**src/rtl/iob_pfsm_loader.sv**
```systemverilog
// PFSM LUT loader: SOFTRESET on, per-word MEMORY_WORD_SELECT + LUT writes fed from a stream, SOFTRESET off.
// Each CSR write or LUT entry costs >= 2 cycles; one IOb write in flight, stream held off (s_ready_o=0) while it is pending.
module iob_pfsm_loader #(
  parameter int unsigned DATA_W         = 32,
  parameter int unsigned ADDR_W         = 16,
  parameter int unsigned STATE_W        = 2,
  parameter int unsigned INPUT_W        = 1,
  parameter int unsigned OUTPUT_W       = 1,
  parameter int unsigned SOFTRESET_ADDR = 32'h0000,
  parameter int unsigned WORD_SEL_ADDR  = 32'h0004,
  parameter int unsigned MEMORY_ADDR    = 32'h0100
) (
  input  logic                clk_i,
  input  logic                cke_i,
  input  logic                rst_i,
  input  logic                start_i,
  output logic                busy_o,
  output logic                done_o,
  input  logic [DATA_W-1:0]   s_data_i,
  input  logic                s_valid_i,
  output logic                s_ready_o,
  output logic                iob_avalid_o,
  output logic [ADDR_W-1:0]   iob_addr_o,
  output logic [DATA_W-1:0]   iob_wdata_o,
  output logic [DATA_W/8-1:0] iob_wstrb_o,
  input  logic                iob_ready_i
);

  localparam int unsigned EW        = INPUT_W + STATE_W;
  localparam int unsigned N_ENTRIES = 2 ** EW;
  localparam int unsigned N_WORDS   = (STATE_W + OUTPUT_W + DATA_W - 1) / DATA_W;
  localparam int unsigned WW        = (N_WORDS > 1) ? $clog2(N_WORDS) : 1;
  localparam int unsigned BSHIFT    = $clog2(DATA_W / 8);
  localparam int unsigned STRB_W    = DATA_W / 8;

  typedef enum logic [2:0] {
    IDLE,
    SRST_ON,
    SEL,
    DATA,
    SRST_OFF,
    DONE
  } state_t;

  state_t              state_q, state_d;
  logic [EW-1:0]       e_q, e_d;
  logic [WW-1:0]       w_q, w_d;
  logic                avalid_q, avalid_d;
  logic [ADDR_W-1:0]   addr_q, addr_d;
  logic [DATA_W-1:0]   wdata_q, wdata_d;

  logic                beat;
  logic                wr_done;
  logic [ADDR_W-1:0]   mem_addr;

  // A beat is only taken when the state can actually advance this cycle.
  assign s_ready_o    = cke_i && !rst_i && (state_q == DATA) && !avalid_q;
  assign beat         = s_valid_i && s_ready_o;
  assign wr_done      = avalid_q && iob_ready_i;
  assign mem_addr     = ADDR_W'(MEMORY_ADDR) + (ADDR_W'(e_q) << BSHIFT);

  assign busy_o       = (state_q != IDLE);
  assign done_o       = (state_q == DONE);
  assign iob_avalid_o = avalid_q;
  assign iob_addr_o   = addr_q;
  assign iob_wdata_o  = wdata_q;
  assign iob_wstrb_o  = avalid_q ? {STRB_W{1'b1}} : {STRB_W{1'b0}};

  always_comb begin
    state_d  = state_q;
    e_d      = e_q;
    w_d      = w_q;
    avalid_d = avalid_q;
    addr_d   = addr_q;
    wdata_d  = wdata_q;
    case (state_q)
      IDLE: begin
        if (start_i) begin
          state_d = SRST_ON;
          e_d     = '0;
          w_d     = '0;
        end
      end
      SRST_ON: begin
        if (!avalid_q) begin
          avalid_d = 1'b1;
          addr_d   = ADDR_W'(SOFTRESET_ADDR);
          wdata_d  = DATA_W'(1);
        end else if (iob_ready_i) begin
          avalid_d = 1'b0;
          state_d  = SEL;
        end
      end
      SEL: begin
        if (!avalid_q) begin
          avalid_d = 1'b1;
          addr_d   = ADDR_W'(WORD_SEL_ADDR);
          wdata_d  = DATA_W'(w_q);
        end else if (iob_ready_i) begin
          avalid_d = 1'b0;
          e_d      = '0;
          state_d  = DATA;
        end
      end
      DATA: begin
        if (beat) begin
          avalid_d = 1'b1;
          addr_d   = mem_addr;
          wdata_d  = s_data_i;
        end else if (wr_done) begin
          avalid_d = 1'b0;
          // Terminal compare before increment keeps e from wrapping.
          if (e_q != EW'(N_ENTRIES - 1)) begin
            e_d = e_q + 1'b1;
          end else if (w_q != WW'(N_WORDS - 1)) begin
            w_d     = w_q + 1'b1;
            state_d = SEL;
          end else begin
            state_d = SRST_OFF;
          end
        end
      end
      SRST_OFF: begin
        if (!avalid_q) begin
          avalid_d = 1'b1;
          addr_d   = ADDR_W'(SOFTRESET_ADDR);
          wdata_d  = '0;
        end else if (iob_ready_i) begin
          avalid_d = 1'b0;
          state_d  = DONE;
        end
      end
      DONE: begin
        state_d = IDLE;
      end
      default: begin
        state_d  = IDLE;
        avalid_d = 1'b0;
      end
    endcase
  end

  always_ff @(posedge clk_i) begin
    if (rst_i) begin
      state_q  <= IDLE;
      e_q      <= '0;
      w_q      <= '0;
      avalid_q <= 1'b0;
      addr_q   <= '0;
      wdata_q  <= '0;
    end else if (cke_i) begin
      state_q  <= state_d;
      e_q      <= e_d;
      w_q      <= w_d;
      avalid_q <= avalid_d;
      addr_q   <= addr_d;
      wdata_q  <= wdata_d;
    end
  end

endmodule

```
**config.mk**
```make
export PLATFORM = sky130hd
export DESIGN_NAME = iob_pfsm_loader
export DESIGN_NICKNAME = d
export VERILOG_FILES = /design/src/rtl/iob_pfsm_loader.sv
export SDC_FILE = /design/constraint.sdc
export NUM_CORES = 1
export LEC_CHECK = 0
export CAP_MARGIN = 20
export CORE_MARGIN = 10
export CORE_UTILIZATION = 42
export CTS_CLUSTER_SIZE = 28
export DETAILED_ROUTE_END_ITERATION = 8
export GPL_ROUTABILITY_DRIVEN = 0
export PLACE_DENSITY = 0.84
export SLEW_MARGIN = 0
export SYNTH_ARGS = -nofsm -noshare
export SYNTH_HDL_FRONTEND = slang
export SYNTH_SLANG_ARGS = --single-unit
export TNS_END_PERCENT = 100
```
**constraint.sdc**
```tcl
create_clock -name clk_i -period 5 [get_ports clk_i]
set_input_delay 0.5 -clock clk_i [delete_from_list [all_inputs] [get_ports clk_i]]
set_output_delay 0.5 -clock clk_i [all_outputs]
set_load 0.05 [all_outputs]
```
==> impl_metrics.py <==
metrics = {
    "status": {
        "outcome": "completed",
    },
    "final_layout": {
        "area_growth_syn_to_layout_pct": 44.0,
        "stdcell_count": 305,
        "fillers": 335,
        "drive_above_1_share": 0.0471,
        "nNetsFinal": 294,
        "insertedDiodeCount": 0,
    },
    "routing": {
        "routedWlPerCell_um": 16.4,
        "firstDrtPassIters": 4,
        "dr_total_vias": 1553,
        "drt_wl_total_um": 5000,
        "viasPerCell": 5.09,
        "postRouteAntennaNets": 0,
        "drt_iter0_drc": 100,
        "drc_errors": 0,
    },
    "logic_synthesis": {
        "synthCells": 183,
        "syn_area_um2": 1830,
        "ys_seq_elements": 43,
        "synth-main-ff-cell": "dfxtp_1",
        "ys_seq_area_frac": 0.470,
        "ys_types": 39,
        "synth-async-reset-ratio": 0,
        "yosys_warnings": 0,
        "synth_edf_count": 0,
        "syn-mean-instance-area_um2": 10.0,
    },
    "sta": {
        "period_share": 0.608,
        "tightestPinTransition_ns": 0.833,
        "skew_ns": 0.00560,
        "finalSetupViolCount": 0,
        "drv_slew": 0,
        "max_slew_margin": 0.443,
        "max_freq_mhz": 329,
        "min_period_ns": 3.04,
        "hold_violations": 0,
        "rsz0062_at_grt": "no",
        "fin_tns_setup_ns": 0,
    },
    "cts": {
        "hold_buffers": 0,
        "cts_sinks": 43,
        "cts_resized": 0,
        "ctsRootBufferMaster": "clkbuf_8",
        "clk_latency_ns": 0.29,
        "clk_pin_slew_ns": 0.08,
        "cts_buffer_depth": 2,
        "cts-htree-levels": 2,
        "postCtsSetupRepairBufs": 0,
        "cts_buffers": 5,
        "cts_tree": "built",
    },
    "grt": {
        "grt_pass1_vias": 1547,
        "antenna_found_initial": 0,
        "grt_pass1_wl_um": 8020,
        "grt-busiest-layer": "met2",
        "grt_max_degree": 33,
        "grt.met3_usage": 0.0482,
        "use_met2": 0.218,
        "grt_use_total": 0.131,
        "grt.overflow.total": 0,
        "grt_use_met1": 0.154,
    },
    "critical_path": {
        "worstSetupPathType": "primary input to primary output",
        "crit_path_start_kind": "primary input",
        "worstReg2RegStart": "state_q[1]",
        "crit_path_max_fanout": 15,
        "crit_path_end_kind": "primary output",
        "r2r_end": "iob_wdata_o[12]",
        "reg2reg_slack_ns": 2.85,
        "crit_arrival_ns": 2.54,
        "reg2reg_depth": 4,
        "cp.required_ns": 4.50,
    },
    "hold_path": {
        "hold_depth": 1,
        "min_to": "iob_addr_o[8]",
        "hold_class": "flop to flop",
        "min_from": "iob_addr_o[8]",
    },
    "power": {
        "power_density_nw_per_um2": 249,
        "max-vdd-ir-drop_uv": 158,
        "p_leak_nw": 0.997,
        "finalPower_mw": 0.656,
    },
    "die": {
        "rows": 23,
        "io_pins": 94,
        "initial_core_util": 0.445,
        "fp.dieW_um": 86.0,
        "die-area_um2": 7400,
        "core-area_um2": 4120,
        "fp.dieH_um": 86.0,
    },
    "place": {
        "dp_hpwl_um": 3800,
        "portBuffers": 81,
        "dp_cells": 297,
    },
    "run": {
        "cap_violations": 0,
    },
}
how the worst max path moves through the flow:
| stage | from | endpoint | slack, ns | cells past startpoint |
|---|---|---|---|---|
| floorplan | state_q[0] | s_ready_o | 3.11 | 5 |
| global placement | rst_i | s_ready_o | 1.96 | 4 |
| detailed placement | rst_i | s_ready_o | 1.94 | 4 |
| CTS | rst_i | s_ready_o | 1.94 | 4 |
| global route | rst_i | s_ready_o | 1.81 | 4 |
| finish | rst_i | s_ready_o | 1.96 | 4 |
cells in the final DEF (no fill, tap or decap), drive strengths merged, types with 2 or more instances in the layout:
cell type / Yosys / layout
and3: 3 / 3
nand2b: 4 / 4
a31oi: 2 / 2
nand3: 3 / 3
nor4: 2 / 2
and2: 2 / 2
a22o: 31 / 31
clkbuf: 4 / 6
nand2: 8 / 8
mux2i: 2 / 2
o21ai: 8 / 8
ha: 2 / 2
nor3: 4 / 4
dfxtp: 43 / 43
nor2: 9 / 9
conb: 1 / 12
a21oi: 10 / 10
nor2b: 3 / 3
o21a: 2 / 2
nor3b: 2 / 2
a21o: 2 / 2
clkdlybuf4s50: 0 / 81
power by group:
group / switching (mW) / internal (mW) / total (mW) / leakage, nW
logic: 0.0550 / 0.0399 / 0.0949 / 0.610
clock network: 0.114 / 0.0976 / 0.212 / 0.0412
registers: 0.00473 / 0.344 / 0.349 / 0.347
total: 0.174 / 0.482 / 0.656 / 0.997
Yosys cell counts (3+ instances only):
| master | n | share of area |
|---|---|---|
| a21oi_1 | 9 | 0.025 |
| a22o_1 | 31 | 0.15 |
| buf_2 | 4 | 0.011 |
| buf_4 | 16 | 0.066 |
| buf_6 | 4 | 0.025 |
| clkbuf_1 | 4 | 0.0082 |
| dfxtp_1 | 43 | 0.47 |
| nand2_1 | 8 | 0.016 |
| nand2b_1 | 4 | 0.014 |
| nand3_1 | 3 | 0.0082 |
| nor2_1 | 9 | 0.018 |
| nor2b_1 | 3 | 0.010 |
| nor3_1 | 4 | 0.011 |
| o21ai_0 | 7 | 0.019 |
cells by family after synthesis:
logic type,Yosys count,synth area share
AO/OA/AOI/OAI,60,0.250
other,1,0.00205
XOR/XNOR,1,0.00479
multiplexers,2,0.0109
buffers and inverters,30,0.113
adder cells (fa/ha/maj),3,0.0191
flip-flops,43,0.470
AND/OR/NAND/NOR,43,0.129
registers in the layout (all words and copies together) (netlist names):
name          count
iob_avalid_o      1
iob_wdata_o      32
state_q           3
e_q               3
iob_addr_o        4
critical path: stages:
cell and delay, ns:
clkdlybuf4s50_1 0.66, nor3_1 0.40, and2_1 0.18, clkdlybuf4s50_1 0.80
per-stage QoR:
step | utilization | setup slack [ns] | area [um^2] | hold slack [ns]
6_report | 0.641 | 1.96 | 2640 | 0.474
5_1_grt | 0.641 | 1.81 | 2640 | 0.489
4_1_cts | 0.641 | 1.94 | 2640 | 0.471
3_5_place_dp | 0.620 | 1.94 | 2550 | 0.452
3_3_place_gp | 0.620 | 1.96 | 2550 | 0.447
2_1_floorplan | - | 3.11 | 1870 | 0.449
final cells by class:
cell class | instances | area [um^2] | area share
Multi-Input combinational cell | 121 | 806 | 0.306
Tap cell | 50 | 62.6 | 0.0237
Timing Repair Buffer | 82 | 818 | 0.310
Clock inverter | 2 | 12.5 | 0.00475
Sequential cell | 43 | 861 | 0.327
Clock buffer | 6 | 72.6 | 0.0275
Inverter | 1 | 3.75 | 0.00142
metal layers:
layer	part of all wire	vias up	routed length (um)
met2	0.51	54	2550
met5	0	-	0
met3	0.081	6	404
met4	0.0056	0	28
met1	0.40	714	2010
li1	-	779	-
Note: power is estimated with default switching activity, not from simulation.
